==> src/rtl/elev_pkg.sv <==
// Shared elevator definitions: car state codes, floor type and small constant helpers.
package elev_pkg;

  localparam int NUM_FLOORS_MAX = 5;
  localparam int FLOOR_W        = 3;

  typedef logic [FLOOR_W-1:0] floor_t;

  typedef enum logic [1:0] {
    ST_IDLE = 2'd0,
    ST_DOOR = 2'd1,
    ST_UP   = 2'd2,
    ST_DOWN = 2'd3
  } car_state_e;

  function automatic int max2(input int a, input int b);
    return (a > b) ? a : b;
  endfunction

endpackage

==> src/rtl/elev_timer.sv <==
// Cycle counter with clear and enable; done pulses on the last cycle of a CYCLES-long period.
module elev_timer #(
  parameter int WIDTH  = 8,
  parameter int CYCLES = 4
) (
  input  logic clk,
  input  logic resetn,
  input  logic enable,
  input  logic clear,
  input  logic run,
  output logic done
);

  localparam logic [WIDTH-1:0] LAST = WIDTH'(CYCLES - 1);

  logic [WIDTH-1:0] count;

  // Clear takes priority, so a hold/reopen on the terminal cycle restarts the dwell.
  assign done = enable && run && !clear && (count == LAST);

  always_ff @(posedge clk or negedge resetn) begin
    if (!resetn) begin
      count <= '0;
    end else if (enable) begin
      if (clear)
        count <= '0;
      else if (run)
        count <= done ? '0 : count + 1'b1;
    end
  end

endmodule

==> src/rtl/car_motion_ctrl.sv <==
// Elevator car sequencer: IDLE/DOOR/UP/DOWN with per-floor travel and door dwell timers.
// Optional macro DOOR_HOLD_EN: door_hold and a current-floor request restart the door dwell.
module car_motion_ctrl
  import elev_pkg::*;
#(
  parameter int NUM_FLOORS   = 5,
  parameter int FLOOR_CYCLES = 50000000,
  parameter int DOOR_CYCLES  = 100000000
) (
  input  logic       clk,
  input  logic       resetn,
  input  logic       enable,
  input  logic [2:0] dest,
  input  logic [4:0] pending,
  input  logic       door_hold,
  output logic [1:0] state,
  output logic [2:0] location,
  output logic       door_open,
  output logic       arrive
);

  localparam int     CNT_W     = $clog2(max2(FLOOR_CYCLES, DOOR_CYCLES));
  localparam floor_t TOP_FLOOR = floor_t'(NUM_FLOORS);
  localparam floor_t BOT_FLOOR = floor_t'(1);

  car_state_e st;
  floor_t     eff_dest;
  floor_t     next_loc;
  logic       dest_valid;
  logic       here_req;
  logic       next_req;
  logic       moving;
  logic       travel_done;
  logic       door_done;
  logic       door_clr;

  assign state      = st;
  assign moving     = (st == ST_UP) || (st == ST_DOWN);
  assign dest_valid = (dest != 3'd0) && (dest <= TOP_FLOOR);
  assign eff_dest   = dest_valid ? dest : location;
  assign here_req   = pending[location - 3'd1];

  // Clamped neighbour floor; location can never step outside 1..NUM_FLOORS.
  always_comb begin
    next_loc = location;
    if (st == ST_UP && location < TOP_FLOOR)
      next_loc = location + 3'd1;
    else if (st == ST_DOWN && location > BOT_FLOOR)
      next_loc = location - 3'd1;
  end

  assign next_req = pending[next_loc - 3'd1];

`ifdef DOOR_HOLD_EN
  assign door_clr = (st != ST_DOOR) || door_hold || here_req;
`else
  logic door_hold_unused;
  assign door_hold_unused = door_hold;
  assign door_clr = (st != ST_DOOR);
`endif

  elev_timer #(.WIDTH(CNT_W), .CYCLES(FLOOR_CYCLES)) u_travel (
    .clk    (clk),
    .resetn (resetn),
    .enable (enable),
    .clear  (!moving),
    .run    (moving),
    .done   (travel_done)
  );

  elev_timer #(.WIDTH(CNT_W), .CYCLES(DOOR_CYCLES)) u_door (
    .clk    (clk),
    .resetn (resetn),
    .enable (enable),
    .clear  (door_clr),
    .run    (st == ST_DOOR),
    .done   (door_done)
  );

  always_ff @(posedge clk or negedge resetn) begin
    if (!resetn) begin
      st        <= ST_IDLE;
      location  <= BOT_FLOOR;
      door_open <= 1'b0;
      arrive    <= 1'b0;
    end else begin
      arrive <= 1'b0;
      if (enable) begin
        case (st)
          ST_IDLE: begin
            if (here_req) begin
              st        <= ST_DOOR;
              door_open <= 1'b1;
            end else if (eff_dest > location) begin
              st <= ST_UP;
            end else if (eff_dest < location) begin
              st <= ST_DOWN;
            end
          end
          ST_DOOR: begin
            if (door_done) begin
              st        <= ST_IDLE;
              door_open <= 1'b0;
            end
          end
          default: begin
            if (travel_done) begin
              location <= next_loc;
              arrive   <= 1'b1;
              if (next_loc == eff_dest || next_req) begin
                st        <= ST_DOOR;
                door_open <= 1'b1;
              end else if (st == ST_UP && eff_dest > next_loc && next_loc < TOP_FLOOR) begin
                st <= ST_UP;
              end else if (st == ST_DOWN && eff_dest < next_loc && next_loc > BOT_FLOOR) begin
                st <= ST_DOWN;
              end else begin
                // Destination moved behind the car, or end of shaft: re-decide from IDLE.
                st <= ST_IDLE;
              end
            end
          end
        endcase
      end
    end
  end

endmodule

==> config.mk <==
export PLATFORM = sky130hd
export DESIGN_NAME = car_motion_ctrl
export DESIGN_NICKNAME = d
export VERILOG_FILES = /design/src/rtl/elev_pkg.sv /design/src/rtl/elev_timer.sv /design/src/rtl/car_motion_ctrl.sv
export SDC_FILE = /design/constraint.sdc
export NUM_CORES = 1
export LEC_CHECK = 0
export CAP_MARGIN = 20
export CORE_MARGIN = 4
export CORE_UTILIZATION = 55
export DETAILED_ROUTE_END_ITERATION = 10
export PLACE_DENSITY = 0.74
export REMOVE_ABC_BUFFERS = 1
export SETUP_SLACK_MARGIN = 0.02
export SLEW_MARGIN = 20
export SYNTH_ARGS = -nofsm -noshare
export SYNTH_HDL_FRONTEND = slang
export SYNTH_SLANG_ARGS = --single-unit
==> constraint.sdc <==
create_clock -name clk -period 3.3 [get_ports clk]
set_input_delay 0.66 -clock clk [delete_from_list [all_inputs] [get_ports clk]]
set_output_delay 0.66 -clock clk [all_outputs]
set_load 0.02 [all_outputs]
==> results of run 1 <==
[metrics by stage]
| step | hold WS, ps | instance area [µm²] | setup slack (ps) | utilization |
|---|---|---|---|---|
| 2_1_floorplan | 364 | 3590 | 373 | - |
| 3_3_place_gp | 497 | 3990 | 146 | 0.624 |
| 3_5_place_dp | 506 | 3990 | 70.0 | 0.624 |
| 4_1_cts | 359 | 4180 | 369 | 0.655 |
| 5_1_grt | 396 | 4180 | 102 | 0.655 |
| 6_report | 350 | 4180 | 405 | 0.655 |
[worst paths after layout]
| kind | startpoint | end | slack (ps) | cells after the start |
|---|---|---|---|---|
| max in group asynchronous | resetn | location[0] | 2190 | 2 |
| max | dest[1] | state[0] | 400 | 12 |
| min in group clk | u_travel.count[3] | u_travel.count[3] | 510 | 1 |
| min | resetn | u_door.count[5] | 350 | 1 |
| max reg2reg | location[0] | state[0] | 400 | 12 |
| min reg2reg | u_travel.count[3] | u_travel.count[3] | 510 | 1 |
[kinds of logic after synthesis]
family / share of synthesized area
AND/OR/NAND/NOR: 0.284
flip-flops: 0.419
AO/OA/AOI/OAI: 0.108
XOR/XNOR: 0.0962
buffers and inverters: 0.0285
adder cells (fa/ha/maj): 0.0374
multiplexers: 0.0261
[cells in the mapped netlist (all sizes together) (9+ instances only)]
| cell | instances | share of area |
|---|---|---|
| nor2 | 62 | 0.064 |
| dfrtp | 60 | 0.41 |
| nand2 | 36 | 0.037 |
| o21ai | 25 | 0.034 |
| nand3 | 23 | 0.036 |
| xor2 | 22 | 0.053 |
| xnor2 | 18 | 0.043 |
| inv | 13 | 0.013 |
| and3 | 11 | 0.019 |
| nand4 | 11 | 0.019 |
| ha | 10 | 0.034 |
| nor3 | 10 | 0.014 |
| a21oi | 9 | 0.012 |
[registers in the layout, summed over array words and instances (netlist names)]
signal and cells:
u_door.count 27, arrive 1, u_travel.count 27, location 3, door_open 1, state 2
[layout make-up]
class | count | area, µm² | share of cell area
Clock buffer | 11 | 151 | 0.0362
Timing Repair Buffer | 35 | 300 | 0.0718
Sequential cell | 61 | 1530 | 0.365
Clock inverter | 4 | 47.5 | 0.0114
Multi-Input combinational cell | 318 | 2010 | 0.481
Inverter | 13 | 48.8 | 0.0117
Tap cell | 77 | 96.3 | 0.0230
[power breakdown]
part           internal (mW)  leakage (nW)  total (mW)  switching (mW)
Clock                  0.383         0.101       0.672           0.289
Sequential             0.794         0.820       0.855          0.0606
Combinational          0.145         0.887       0.289           0.144
[routing by layer]
metal,part of all wire,GRT usage,vias up,wire [µm]
met5,0,0,-,0
met4,0.0097,0.0825,0,73
li1,-,-,1489,-
met3,0.038,0.0470,5,287
met1,0.48,0.282,1422,3660
met2,0.47,0.338,51,3530
==> impl_summary.txt, run 1 <==
----------------------------------------------------
[Clock network]
  Library cell used as clock root buffer ... clkbuf_8
  Number of sinks handled by clock tree synthesis ... 61
  Clock latency on the worst-skew pair ... 340 ps
  Quantity of gates resized following cts ... 0
  Count of hold buffers inserted by post-cts repair ... 0
  Postcts setup bufs ... 0
  Number of buffers between clock root and the deepest sink ... 2
  H-tree depth ... 3
  TritonCTS clock tree ... done
  Clock transition at the registers of the reported paths ... 70 ps
  Number of CTS-inserted buffers ... 9

[Critical path]
  Critical Path AT ... 3140 ps
  Cell-by-cell trace of the critical path ... clkdlybuf4s50_1 -> inv_1 -> a21oi_1 -> nor2_1 -> a211oi_1 -> ha_1 -> inv_1 -> maj3_2 -> a2111oi_0 -> buf_4 -> nor2_1 -> a221oi_2
  Maximum net fanout on the critical path ... 3
  Max incr delay on CP ... 490 ps
  CP bufs+invs ... 4
  Capturing element type of the critical path ... flop
  WS Path Type ... primary input to flop
  CP Data Required Time ... 3540 ps
  Cell type group with the largest total delay on the critical path ... compound AO/OA/AOI/OAI gates
  Critical Path Start Type ... primary input
  Slowest CP cell ... clkdlybuf4s50_1

[Finish]
  Count of nets after finishing ... 460
  # fillers ... 530
  Share of final-layout standard cells stronger than drive strength 1 ... 0.111
  ANT cells ... 0
  Top library cells by usage in the layout, fill and taps aside ... 62 x nor2_1, 60 x dfrtp_1, 36 x nand2_1
  Signed area change from the synthesized netlist to the final layout ... 14.8%
  Most common library cell in the layout ignoring fill and taps ... nor2_1
  Number of standard cells in the layout, taps in and fillers out ... 519

[Power]
  Total power of the final layout ... 1.82 mW
  Power per cell area ... 434 nW/µm²
  Leakage Power ... 1.81 nW
  Max rail drop VDD ... 0.269 mV

[Routing]
  Total via count after detailed routing ... 2967
  Number of vias per cell ... 5.72
  Final ANT Viol Nets ... 0
  Final routed DRC violation total ... 0
  Number of optimization iterations in the first detailed-route pass ... 4
  WL per Instance ... 14.5 µm
  Count of routing violations after the opening detailed-route iteration ... 156
  Final wirelength ... 7540 µm

[Floorplanning]
  Chip Height ... 89.4 µm
  Die area ... 7990 µm²
  Horizontal die dimension ... 89.4 µm
  Initial core utilization ... 0.571
  CORE AREA ... 6390 µm²
  Number of top-level design ports ... 19
  Standard-cell row count ... 29

[Logic synthesis]
  Warnings, synthesis ... 0
  Primary FF master, synth ... dfrtp_1
  Mean instance size in the synthesized netlist ... 9.02 µm²
  Post-Syn Area ... 3640 µm²
  Number of synthesized flops with an enable pin ... 0
  #FFs+latches synth ... 61
  Count of different cell masters after synthesis ... 55
  Async SR Flop Fraction ... 1.00
  Sequential share of the synthesized area ... 0.419
  Post-Syn Instances ... 404

[Placed design]
  Input/output buffers ... 17
  Placed cell count ... 504
  RD Place Congestion ... 0.863
  Estimated wirelength of the detail-placed design ... 5450 µm

[Run status]
  Status ... finished clean

[Global routing]
  Antenna violations before repair ... 0
  Largest net degree at the start of global routing ... 32
  Wire length of the first global-routing pass ... 13200 µm
  Vias in the first global route ... 2859
  Aggregate global-route resource usage ... 0.212
  Remaining global-route overflow ... 0

[STA]
  Headroom to the max-slew limit ... 0.543
  Slew at the pin closest to its max-slew limit ... 686 ps
  Unrepaired setup endpoints after global routing ... no
  Setup tns final ... 0 ps
  Final Max Tran Viols ... 0
  Setup violations, final ... 0
  Final worst path period share ... 0.877
  Hold Vio Cnt, Final ... 0
  Worst setup skew after layout ... 11.1 ps
  Fmax achieved ... 345 MHz
  Tmin final ... 2900 ps

[Min path]
  Class of the worst hold path ... primary input to asynchronous set/reset pin

[Run]
  Maximum capacitance violations ... 0

----------------------------------------------------
Note: power is estimated with default switching activity, not from simulation.
==> run 2: changes to the inputs <==
- GPL_TIMING_DRIVEN: default -> 0
==> run 2 against run 1 <==
  * Sequential share of layout area rose by 0.24 points
  * Wire length fell by 0.28%
  * Critical path depth fell by 4
  * Via count fell by 0.88%
  * Register-to-register slack got worse by 50 ps
  * Cell count fell by 2.9%
  * Non-clock buffer count fell by 16
  * Design area fell by 0.57%
  * Critical path type is now flop to flop
  * Die area did not move
  * Hold slack got worse by 240 ps
==> impl_summary.txt, run 2 (synthesized netlist as in run 1, its figures left out) <==
----------------------------------------------------
[Clock network]
  H-tree depth ... 3 (unchanged)
  Count of hold buffers inserted by post-cts repair ... 0 (unchanged)
  TritonCTS clock tree ... done
  Number of sinks handled by clock tree synthesis ... 61 (unchanged)
  Number of CTS-inserted buffers ... 9 (unchanged)
  Clock latency on the worst-skew pair ... 340 ps (about the same)
  Number of buffers between clock root and the deepest sink ... 2 (unchanged)
  Library cell used as clock root buffer ... clkbuf_8
  Clock transition at the registers of the reported paths ... 70 ps (about the same)

[Finish]
  Top library cells by usage in the layout, fill and taps aside ... 61 x nor2_1, 59 x dfrtp_1, 36 x nand2_1
  Share of final-layout standard cells stronger than drive strength 1 ... 0.0890 (-0.0219)
  Count of nets after finishing ... 444 (-3.5%)
  ANT cells ... 0 (unchanged)
  Most common library cell in the layout ignoring fill and taps ... nor2_1
  # fillers ... 524 (-1.1%)
  Largest registers ... u_door.count (27), u_travel.count (27), location (3)
  Signed area change from the synthesized netlist to the final layout ... 14.2%

[Power]
  Leakage Power ... 1.77 nW (-2.0%)
  Max rail drop VDD ... 0.352 mV (+31%)
  Power per cell area ... 477 nW/µm² (+9.9%)

[Critical path]
  Capturing element type of the critical path ... flop
  WS Path Type ... flop to flop
  Max incr delay on CP ... 600 ps (+110 ps)
  Critical Path AT ... 3160 ps (+20 ps)
  Cell-by-cell trace of the critical path ... ha_1 -> nand3_1 -> or3_1 -> o41ai_4 -> and2_2 -> nand3_4 -> nor3_1 -> a221oi_2
  Slowest CP cell ... o41ai_4
  Critical Path Start Type ... flop
  Cell type group with the largest total delay on the critical path ... simple AND/OR/NAND/NOR gates
  CP bufs+invs ... 0 (-4)
  CP Data Required Time ... 3520 ps (-20 ps)
  Maximum net fanout on the critical path ... 23 (+20)

[Routing]
  Number of optimization iterations in the first detailed-route pass ... 4 (unchanged)
  Final ANT Viol Nets ... 0 (unchanged)
  Final routed DRC violation total ... 0 (unchanged)
  Count of routing violations after the opening detailed-route iteration ... 138 (-12%)
  Final wirelength ... 7520 µm (-0.28%)
  Number of vias per cell ... 5.84 (+2.1%)
  Total via count after detailed routing ... 2941 (-0.88%)
  WL per Instance ... 14.9 µm (+2.7%)

[Floorplanning]
  Number of top-level design ports ... 19 (unchanged)
  Standard-cell row count ... 29 (unchanged)
  Initial core utilization ... 0.571 (unchanged)
  Horizontal die dimension ... 89.4 µm (unchanged)
  Die area ... 7990 µm² (unchanged)
  CORE AREA ... 6390 µm² (unchanged)
  Chip Height ... 89.4 µm (unchanged)

[STA]
  Fmax achieved ... 340 MHz (-1.6%)
  Headroom to the max-slew limit ... 0.538 (-0.00516)
  Final worst path period share ... 0.892 (+0.0145)
  Hold Vio Cnt, Final ... 0 (unchanged)
  Slew at the pin closest to its max-slew limit ... 693 ps (+7.75 ps)
  PnR worst setup slack ... 357 ps (-47.8 ps)
  Setup violations, final ... 0 (unchanged)
  Final Max Tran Viols ... 0 (unchanged)
  Setup tns final ... 0 ps (unchanged)
  Tmin final ... 2940 ps (+47.8 ps)
  Worst setup skew after layout ... 8.10 ps (-2.98 ps)
  Unrepaired setup endpoints after global routing ... no

[Global routing]
  Vias in the first global route ... 2808 (-1.8%)
  Antenna violations before repair ... 0 (unchanged)
  Aggregate global-route resource usage ... 0.208 (-0.00438)
  Largest net degree at the start of global routing ... 59 (+84%)
  Wire length of the first global-routing pass ... 13000 µm (-2.0%)
  Remaining global-route overflow ... 0 (unchanged)

[Run]
  Maximum capacitance violations ... 0 (unchanged)

[Placed design]
  Estimated wirelength of the detail-placed design ... 5220 µm (-4.3%)
  Placement Setup Slack ... -874 ps (-945 ps)
  RD Place Congestion ... 0.866 (+0.41%)
  Input/output buffers ... 17 (unchanged)

[Run status]
  Status ... finished clean

[Min path]
  Class of the worst hold path ... primary input to asynchronous set/reset pin

----------------------------------------------------
run 2: worst register-to-register path, stage by stage, from the launching register on:
cell	delay (ps)
dfrtp_1	390
ha_1	210
nand3_1	140
or3_1	480
o41ai_4	600
and2_2	540
nand3_4	140
nor3_1	260
a221oi_2	50
run 2: worst paths after layout:
| check | startpoint | end | slack (ps) | depth (start not counted) |
|---|---|---|---|---|
| max | u_door.count[0] | state[0] | 360 | 8 |
| min | resetn | u_door.count[4] | 110 | 1 |
| max reg2reg | u_door.count[0] | state[0] | 360 | 8 |
| min reg2reg | u_travel.count[2] | u_travel.count[2] | 510 | 1 |
| max in group asynchronous | resetn | location[0] | 2650 | 2 |
| min in group clk | u_travel.count[2] | u_travel.count[2] | 510 | 1 |
run 2: layout make-up:
cell class | count | area [µm²] | area share
multi-input cells | 318 | 2020 | 0.486
clock inverters | 3 | 90.1 | 0.0217
flip-flops and latches | 61 | 1530 | 0.368
clock buffers | 13 | 169 | 0.0406
repair buffers | 19 | 205 | 0.0493
well taps | 77 | 96.3 | 0.0232
inverters | 13 | 48.8 | 0.0117
run 2: where the power goes:
group / leakage [nW] / switching (mW) / total, mW / internal [mW]
combinational: 0.823 / 0.144 / 0.279 / 0.135
clock: 0.130 / 0.286 / 0.850 / 0.564
sequential: 0.820 / 0.0602 / 0.854 / 0.794
run 2: what timing repair did:
item / 4_1_cts / 5_1_grt
gates resized for setup: 2 / 5
buffers inserted: 0 / 0
endpoints found under the setup margin: 23 / 3
pin swaps: 0 / 0
run 2: metal layers:
metal  vias to the layer above  global-route usage  part of all wire
met3                        11              0.0470             0.038
li1                       1465                   -                 -
met1                      1413               0.273              0.47
met5                         -                   0                 0
met2                        52               0.335              0.47
met4                         0              0.0798             0.016
run 2: stage by stage:
stage | instances | power [mW] | utilization | hold slack (ps) | instance area, µm²
2_1_floorplan | 392 | 1.03 | - | 364 | 3590
3_3_place_gp | 486 | 1.13 | 0.604 | 485 | 3850
3_5_place_dp | 488 | 1.14 | 0.610 | 473 | 3900
4_1_cts | 504 | 2.00 | 0.651 | 92.9 | 4160
5_1_grt | 504 | 2.08 | 0.651 | 91.4 | 4160
6_report | 504 | 1.98 | 0.651 | 111 | 4160
==> run 3: changes to the inputs <==
- CORE_UTILIZATION: 55 -> 45
- PLACE_DENSITY: 0.74 -> default
- SETUP_SLACK_MARGIN: 0.02 -> 0.1
==> run 3 against run 2 <==
  * Die area grew 20%
  * Clock-buffer cell count is the same
  * Design area shrank 0.81%
  * Total power shrank 11%
  * Hold slack gained 16 ps
  * Cell count grew 5.0%
  * Via count shrank 1.7%
  * Sequential power is essentially flat
  * Core utilization shrank 12 points
  * Critical path type unchanged
  * Highest routed layer unchanged
==> impl_summary.txt, run 3 (synthesized netlist as in run 1, its figures left out) <==
----------------------------------------------------
[Power]
  Power per cell area ... 430 nW/µm² (-9.8%)
  Power share of the sequential group ... 0.482 (+0.051)
  Max rail drop VDD ... 0.258 mV (-27%)
  Power spent charging and discharging nets ... 0.493 mW (+0.54%)
  Total power of the final layout ... 1.77 mW (-11%)
  Proportion of power drawn by the clock network ... 0.360 (-0.069)
  Leakage Power ... 1.75 nW (-1.6%)
  Proportion of power drawn by combinational gates ... 0.158 (+0.017)
  Net Sw Frac ... 0.278 (+0.0307)
  Internal power component ... 1.28 mW (-14%)

[Clock network]
  Number of CTS-inserted buffers ... 9 (unchanged)
  Postcts setup bufs ... 0 (unchanged)
  TritonCTS clock tree ... done
  H-tree depth ... 3 (unchanged)
  Count of hold buffers inserted by post-cts repair ... 0 (unchanged)
  Number of sinks handled by clock tree synthesis ... 61 (unchanged)
  Clock transition at the registers of the reported paths ... 70 ps (about the same)
  Library cell used as clock root buffer ... clkbuf_8
  Clock latency on the worst-skew pair ... 340 ps (about the same)
  Number of buffers between clock root and the deepest sink ... 2 (unchanged)

[STA]
  Worst setup skew after layout ... 10.1 ps (+1.97 ps)
  Tmin final ... 2980 ps (+33.4 ps)
  Final Max Tran Viols ... 0 (unchanged)
  Hold Vio Cnt, Final ... 0 (unchanged)
  Unrepaired setup endpoints after global routing ... no
  Minimum hold slack ... 127 ps (+16.2 ps)
  Slew at the pin closest to its max-slew limit ... 696 ps (+2.98 ps)
  Final worst path period share ... 0.902 (+0.0101)
  Headroom to the max-slew limit ... 0.531 (-0.00627)
  Fmax achieved ... 336 MHz (-1.1%)
  Setup violations, final ... 0 (unchanged)

[Critical path]
  CP bufs+invs ... 3 (+3)
  Critical Path Start Type ... flop
  Slowest CP cell ... a2111oi_2
  Capturing element type of the critical path ... flop
  Top cell by count, worst path ... inv_1
  Cell-by-cell trace of the critical path ... inv_1 -> ha_1 -> nand2b_1 -> a32oi_1 -> o211ai_1 -> inv_1 -> ha_1 -> inv_1 -> maj3_2 -> a2111oi_2 -> nor2_1 -> a221oi_2
  Cell type group with the largest total delay on the critical path ... compound AO/OA/AOI/OAI gates
  Critical Path AT ... 3220 ps (+60 ps)
  Max incr delay on CP ... 460 ps (-140 ps)
  CP Depth ... 12 (+4)
  CP Data Required Time ... 3540 ps (+20 ps)
  WS Path Type ... flop to flop
  R2R depth ... 12 (+4)
  Maximum net fanout on the critical path ... 10 (-57%)

[Global routing]
  Met2 capacity usage during global routing ... 0.277 (-0.0579)
  Aggregate global-route resource usage ... 0.169 (-0.0390)
  Largest net degree at the start of global routing ... 56 (-5.1%)
  GR Util met1 ... 0.223 (-0.0498)
  Antenna violations before repair ... 0 (unchanged)
  Met3 layer usage reported by global route ... 0.0493 (+0.00228)
  Remaining global-route overflow ... 0 (unchanged)
  Vias in the first global route ... 2862 (+1.9%)
  Global-route layer with the greatest usage ... met2
  Wire length of the first global-routing pass ... 13400 µm (+3.7%)

[Finish]
  Post-Layout Inst Area ... 4130 µm² (-0.81%)
  # fillers ... 717 (+37%)
  Count of nets after finishing ... 444 (unchanged)
  Largest registers ... u_door.count (27), u_travel.count (27), location (3)
  Share of final-layout standard cells stronger than drive strength 1 ... 0.0913 (+0.00234)
  Top library cells by usage in the layout, fill and taps aside ... 61 x nor2_1, 59 x dfrtp_1, 36 x nand2_1
  ANT cells ... 0 (unchanged)
  Signed area change from the synthesized netlist to the final layout ... 13.3%
  Most common library cell in the layout ignoring fill and taps ... nor2_1

[Floorplanning]
  Initial core utilization ... 0.467 (-0.104)
  Horizontal die dimension ... 98.0 µm (+9.6%)
  Die area ... 9600 µm² (+20%)
  Number of top-level design ports ... 19 (unchanged)
  CORE AREA ... 7810 µm² (+22%)
  Standard-cell row count ... 32 (+10%)
  Chip Height ... 98.0 µm (+9.6%)

[Routing]
  Final routed DRC violation total ... 0 (unchanged)
  WL per Instance ... 14.5 µm (-3.1%)
  Total via count after detailed routing ... 2892 (-1.7%)
  Count of routing violations after the opening detailed-route iteration ... 127 (-8.0%)
  Number of optimization iterations in the first detailed-route pass ... 4 (unchanged)
  Final ANT Viol Nets ... 0 (unchanged)
  Number of vias per cell ... 5.47 (-6.3%)
  Final wirelength ... 7650 µm (+1.7%)

[Placed design]
  Estimated wirelength of the detail-placed design ... 5410 µm (+3.8%)
  RD Place Congestion ... 0.755 (-13%)
  Input/output buffers ... 17 (unchanged)
  Placed cell area ... 3930 µm² (+0.71%)

[Run status]
  Status ... finished clean

[Min path]
  Class of the worst hold path ... primary input to asynchronous set/reset pin

[Run]
  Maximum capacitance violations ... 0 (unchanged)

----------------------------------------------------
-- run 3: per-layer routing --
layer,up-vias,share of wire
met4,0,0.0055
met3,4,0.028
met1,1397,0.49
met2,24,0.48
met5,-,0
li1,1467,-
-- run 3: worst reg2reg max path: cells and delay by family (launching register included) --
kind	cells	cell delay, ps
AOI/OAI and AO/OA	4	1010
adders and majority gates	3	760
buffers and inverters	3	400
DFF	1	450
and+or+nand+nor	2	260
-- run 3: final timing paths --
kind                              startpoint  slack, ps                end
max reg2reg                      location[1]        320           state[0]
max                              location[1]        320           state[0]
min                                   resetn        130    u_door.count[3]
max in group asynchronous             resetn       2620        location[0]
min in group clk           u_travel.count[2]        510  u_travel.count[2]
min reg2reg                u_travel.count[2]        510  u_travel.count[2]
-- run 3: repair_timing --
item / in CTS / in global routing
resized for setup: 4 / 4
setup endpoints to repair: 35 / 3
cloned: 0 / 0
-- run 3: power by group through the flow --
| stage | Combinational, mW | Clock (mW) | Sequential, mW |
|---|---|---|---|
| after CTS | 0.278 | 0.670 | 0.854 |
| after global routing | 0.318 | 0.700 | 0.863 |
| after global placement | 0.266 | 0 | 0.869 |
| after floorplan | 0.170 | 0 | 0.864 |
| after detailed placement | 0.275 | 0 | 0.868 |
| final | 0.280 | 0.639 | 0.855 |
-- run 3: final cells by class --
| class | instances | area [µm²] | area share |
|---|---|---|---|
| clock inverters | 3 | 17.5 | 0.00424 |
| multi-input cells | 318 | 2020 | 0.490 |
| flip-flops and latches | 61 | 1530 | 0.371 |
| clock buffers | 13 | 179 | 0.0434 |
| well taps | 102 | 128 | 0.0309 |
| inverters | 13 | 48.8 | 0.0118 |
| repair buffers | 19 | 201 | 0.0488 |
-- run 3: stage by stage --
| step | std cells | TNS (ps) | setup slack (ps) | utilization |
|---|---|---|---|---|
| 6_report | 529 | 0 | 324 | 0.529 |
| 5_1_grt | 529 | 0 | 153 | 0.529 |
| 4_1_cts | 529 | 0 | 163 | 0.528 |
| 3_5_place_dp | 513 | -17930 | -896 | 0.503 |
| 3_3_place_gp | 511 | -61730 | -1020 | 0.498 |
| 2_1_floorplan | 392 | 0 | 373 | - |
